## config.mk

```make
export PLATFORM = sky130hd
export DESIGN_NAME = fpadd_issue
export DESIGN_NICKNAME = d
export VERILOG_FILES = /design/src/rtl/fpadd_issue.sv
export SDC_FILE = /design/constraint.sdc
export NUM_CORES = 1
export LEC_CHECK = 0
export CAP_MARGIN = 40
export CORE_MARGIN = 3
export CORE_UTILIZATION = 48
export CTS_CLUSTER_SIZE = 12
export DETAILED_ROUTE_END_ITERATION = 8
export PLACE_DENSITY = 0.73
export SKIP_LAST_GASP = 1
export SLEW_MARGIN = 10
export SYNTH_ARGS = -nofsm -noshare
export SYNTH_HDL_FRONTEND = slang
export SYNTH_SLANG_ARGS = --single-unit
```

## constraint.sdc

```tcl
create_clock -name clk -period 4.8 [get_ports clk]
set_input_delay 1.2 -clock clk [delete_from_list [all_inputs] [get_ports clk]]
set_output_delay 1.2 -clock clk [all_outputs]
set_load 0.005 [all_outputs]
```

## src/rtl/fpadd_issue.sv

```systemverilog
// fpadd_issue: operand FIFO and latency-aligned issue tracker for fpadd_single.
// Define FPADD_ISSUE_SPECIAL_EN to build the NaN/Inf/zero flag classifier and pipe.
module fpadd_issue #(
  parameter int DEPTH   = 4,
  parameter int ADD_LAT = 2
) (
  input  logic                     clk,
  input  logic                     reset,
  input  logic                     in_valid,
  output logic                     in_ready,
  input  logic [31:0]              in_A,
  input  logic [31:0]              in_B,
  input  logic                     issue_en,
  output logic [31:0]              reg_A,
  output logic [31:0]              reg_B,
  input  logic [31:0]              add_out,
  output logic                     res_valid,
  output logic [31:0]              res_data,
  output logic [2:0]               res_flags,
  output logic [$clog2(DEPTH):0]   count
);

  localparam int AW = $clog2(DEPTH);
  localparam int CW = AW + 1;

  logic [63:0]        mem [DEPTH];
  logic [AW-1:0]      wr_ptr;
  logic [AW-1:0]      rd_ptr;
  logic [ADD_LAT-1:0] vpipe;
  logic               push;
  logic               pop;

  assign in_ready = count < CW'(DEPTH);
  assign push     = in_valid && in_ready;
  assign pop      = issue_en && (count != '0);

  assign res_valid = vpipe[ADD_LAT-1];
  assign res_data  = add_out;

  // Storage carries no reset; occupancy alone defines what is live.
  always_ff @(posedge clk) begin
    if (push) begin
      mem[wr_ptr] <= {in_A, in_B};
    end
  end

  always_ff @(posedge clk or negedge reset) begin
    if (!reset) begin
      wr_ptr <= '0;
      rd_ptr <= '0;
      count  <= '0;
      reg_A  <= '0;
      reg_B  <= '0;
      vpipe  <= '0;
    end else begin
      if (push) begin
        wr_ptr <= wr_ptr + AW'(1);
      end
      if (pop) begin
        rd_ptr <= rd_ptr + AW'(1);
        reg_A  <= mem[rd_ptr][63:32];
        reg_B  <= mem[rd_ptr][31:0];
      end
      unique case ({push, pop})
        2'b10:   count <= count + CW'(1);
        2'b01:   count <= count - CW'(1);
        default: count <= count;
      endcase
      vpipe <= ADD_LAT'({vpipe, pop});
    end
  end

`ifdef FPADD_ISSUE_SPECIAL_EN
  logic [2:0] fpipe [ADD_LAT];
  logic [2:0] head_flags;
  logic [31:0] head_a;
  logic [31:0] head_b;

  function automatic logic [2:0] classify(
    input logic [31:0] a,
    input logic [31:0] b
  );
    logic a_nan, b_nan, a_inf, b_inf, a_zero, b_zero;
    a_nan  = (&a[30:23]) && (|a[22:0]);
    b_nan  = (&b[30:23]) && (|b[22:0]);
    a_inf  = (&a[30:23]) && !(|a[22:0]);
    b_inf  = (&b[30:23]) && !(|b[22:0]);
    a_zero = (a[30:0] == 31'h0);
    b_zero = (b[30:0] == 31'h0);
    return {a_nan | b_nan, a_inf | b_inf, a_zero & b_zero};
  endfunction

  assign head_a     = mem[rd_ptr][63:32];
  assign head_b     = mem[rd_ptr][31:0];
  assign head_flags = classify(head_a, head_b);

  // Idle slots carry zero so flags are only ever set alongside res_valid.
  always_ff @(posedge clk or negedge reset) begin
    if (!reset) begin
      for (int i = 0; i < ADD_LAT; i++) begin
        fpipe[i] <= '0;
      end
    end else begin
      fpipe[0] <= pop ? head_flags : 3'b000;
      for (int i = 1; i < ADD_LAT; i++) begin
        fpipe[i] <= fpipe[i-1];
      end
    end
  end

  assign res_flags = fpipe[ADD_LAT-1];
`else
  assign res_flags = 3'b000;
`endif

endmodule

```

==> run_results.csv <==
group,metric,value,unit
run_status,outcome,"complete, no violations",
sta,setup_violations,0,
power_and_ir_drop,leakage,5.44,nW
detailed_routing,routed_wirelength,22900,um
placement,post-dp-hpwl,14000,um
synth,synthFlopType,"edfxtp_1",
cells_and_area,syn_to_final_growth,21.2,%
die,rows,58,
synth,yosysMostFrequentCell,"edfxtp_1",
cts,cts_tree,"yes",
global_routing,antenna_found_initial,2,
global_routing,grt_pass1_wl,36200,um
detailed_routing,firstDrtPassIters,4,
synth,ys_warn_count,0,
sta,max_freq,344,MHz
synth,synth.distinct_cells,20,
cts,clk_pin_slew_worst_paths,0.06,ns
cells_and_area,num-fill-cells,1865,
critical_path,r2r_end,"count[2]",
detailed_routing,vias,5972,
critical_path,slowest_stage,"clkdlybuf4s50_1",
synth,synth_seq_cells,329,
sta,fin_crit_sh,0.605,
synth,postSynth.asyncResetShare,0.222,
critical_path,startpoint_type,"input pin",
synth,synth-adder-area-share,0.00669,
power_and_ir_drop,max-vdd-ir-drop,0.000277,V
cts,cts_hold_buf,0,
cells_and_area,insertedDiodeCount,0,
synth,yosysSeqAreaShare,0.770,
critical_path,reg2reg_depth,8,
synth,synth-edff-count,256,
cts,htreeDepth,2,
sta,min_period,2.90,ns
sta,clock_skew,0.00692,ns
cts,clock_latency,0.50,ns
sta,tightest_slew,0.746,ns
cells_and_area,multi_input_area,0.00240,mm^2
die,die_w,166,um
die,start_util,0.489,
detailed_routing,remaining_drc_errors,0,
sta,rsz0062_at_grt,"false",
flow_run,maxCapViolCount,0,
placement,portBuffers,136,
synth,synth_top_family_by_area,"multiplexers",
critical_path,cp_max_fo,30,
cts,post_cts_buffers,0,
power_and_ir_drop,power_density,590,mW/mm^2
cts,cts_sinks,329,
synth,synthXorXnorAreaFrac,0.00426,
synth,muxShareOfSynthArea,0.118,
sta,drv_slew,0,
critical_path,worstPathRequired,5.22,ns
die,die_y,166,um
global_routing,grt_max_degree,66,
synth,synth_compound_area_frac,0.00142,
cts,cts_made_buffers,35,
critical_path,critPathKind,"in -> reg",
critical_path,crit_arrival,3.33,ns
cells_and_area,ff_latch_area,0.00952,mm^2
cells_and_area,final_layout_size_suffix_gt1_frac,0.151,
die,die_area,0.0277,mm^2
hold_path,holdCritStartpoint,"vpipe[0]",
placement,gp_congestion,0.707,
cells_and_area,final_net_count,908,
critical_path,r2r-start,"count[0]",
synth,synth_commonest_cells,"256 x edfxtp_1, 194 x nand2_1, 73 x dfrtp_1",
synth,syn_area_per_cell,18.1,um^2
global_routing,overflow,0,
cts,cts_resized,0,
die,num_io_pins,204,
global_routing,track_usage,0.169,
detailed_routing,drtAntennaViolNets,0,
critical_path,cp_cell_sequence,"clkdlybuf4s50_1 > o31ai_4 > inv_2 > ha_1 > inv_1 > fa_1 > xor2_1 > nor2_1 > xnor2_1",
detailed_routing,drtIter0Drc,440,
sta,finalSetupTns,0,ns
sta,hold_slack,0.375,ns
global_routing,grt_pass1_vias,6211,
cts,clockBufferDepth,3,
synth,netlist_area,0.0123,mm^2
synth,synth_top_area_frac,0.622,
synth,synth_area_leaders,"edfxtp_1 62%, dfrtp_1 15%, mux4_2 12%, nand2_1 5.9%, buf_4 2.2%",
critical_path,crit_path_max_incr_delay,0.50,ns
synth,synth-simple-area-share,0.0618,
critical_path,cp-end-kind,"flop",
hold_path,hold_class,"reg -> reg",
hold_path,holdPathStages,0,
synth,yosys.area.top_type,"edfxtp_1",
hold_path,whs_endpoint,"vpipe[1]",
sta,hold_viol,0,
cts,cts-root-buf,"clkbuf_16",
critical_path,timing.reg2reg.setup_slack,2.63,ns
die,core_region_area,0.0253,mm^2
detailed_routing,wire_per_inst,19.8,um
detailed_routing,vias_per_cell,5.16,
sta,max-slew-margin-rel,0.502,
synth,synthCells,681,
[sequential cells by signal, summed over array words and instances, names as in the netlist]
register  cells
mem         256
reg_A        32
reg_B        32
count         3
rd_ptr        2
vpipe         2
wr_ptr        2
[worst max-delay path: cells and delay by family]
family	cells	cell delay, ns
buf+inv	3	0.99
fa+ha+maj	2	0.67
xor+xnor	2	0.27
simple gates	1	0.11
compound gates	1	0.08
[placed cells by master, fill, tap and decap left out]
master,instances
and2_4,4
buf_12,2
buf_16,4
buf_4,5
clkbuf_1,17
clkbuf_16,37
clkbuf_8,4
clkdlybuf4s50_1,135
clkinv_1,4
clkinv_2,1
conb_1,3
dfrtp_1,71
dfrtp_4,2
edfxtp_1,256
fa_1,1
ha_1,5
inv_1,7
inv_2,1
mux2i_1,1
mux4_2,64
nand2_1,194
nor2_1,1
nor2b_1,1
o21ai_0,1
o31ai_4,1
xnor2_1,5
xor2_1,1
[worst max-delay path by stage]
stage,startpoint,endpoint,slack (ns),depth (start not counted)
finish,issue_en,count[2],1.90,9
global route,issue_en,count[2],1.73,9
CTS,issue_en,count[2],1.87,9
detailed placement,issue_en,count[2],1.34,9
global placement,in_valid,mem[2][47],1.38,3
floorplan,in_valid,mem[0][0],1.30,3
[final cells by class]
cell class | instances | area share
Sequential cell | 329 | 0.636
Timing Repair Buffer | 146 | 0.103
Multi-Input combinational cell | 282 | 0.160
Tap cell | 330 | 0.0276
Inverter | 8 | 0.00201
Clock buffer | 58 | 0.0698
Clock inverter | 5 | 0.00134
[where the power goes]
group,internal [W],switching (W),total [W]
Clock,0.00148,0.000993,0.00247
Combinational,0.00130,0.00100,0.00230
Sequential,0.00371,0.000346,0.00406
[layer usage]
metal / up-vias / wire (um) / GRT usage
li1: 2718 / - / -
met1: 2984 / 9690 / 0.234
met2: 187 / 10800 / 0.265
met3: 79 / 1470 / 0.0357
met4: 4 / 895 / 0.0703
met5: - / 27 / 0
[cell families after synthesis]
| kind of cell | count (synthesis) |
|---|---|
| flip-flops | 329 |
| AND/OR/NAND/NOR | 200 |
| buffers and inverters | 72 |
| multiplexers | 65 |
| adder cells (fa/ha/maj) | 6 |
| XOR/XNOR | 6 |
| AO/OA/AOI/OAI | 2 |
| other | 1 |
[through the flow]
| step | utilization | area [um^2] | power, W | setup WS (ns) | std cells |
|---|---|---|---|---|---|
| 2_1_floorplan | - | 12400 | 0.00543 | 1.30 | 683 |
| 3_3_place_gp | 0.544 | 13800 | 0.00637 | 1.38 | 1089 |
| 3_5_place_dp | 0.550 | 13900 | 0.00647 | 1.34 | 1095 |
| 4_1_cts | 0.593 | 15000 | 0.00897 | 1.87 | 1158 |
| 5_1_grt | 0.593 | 15000 | 0.00932 | 1.73 | 1158 |
| 6_report | 0.593 | 15000 | 0.00883 | 1.90 | 1158 |
No activity file was read; power rests on OpenSTA's default activity.
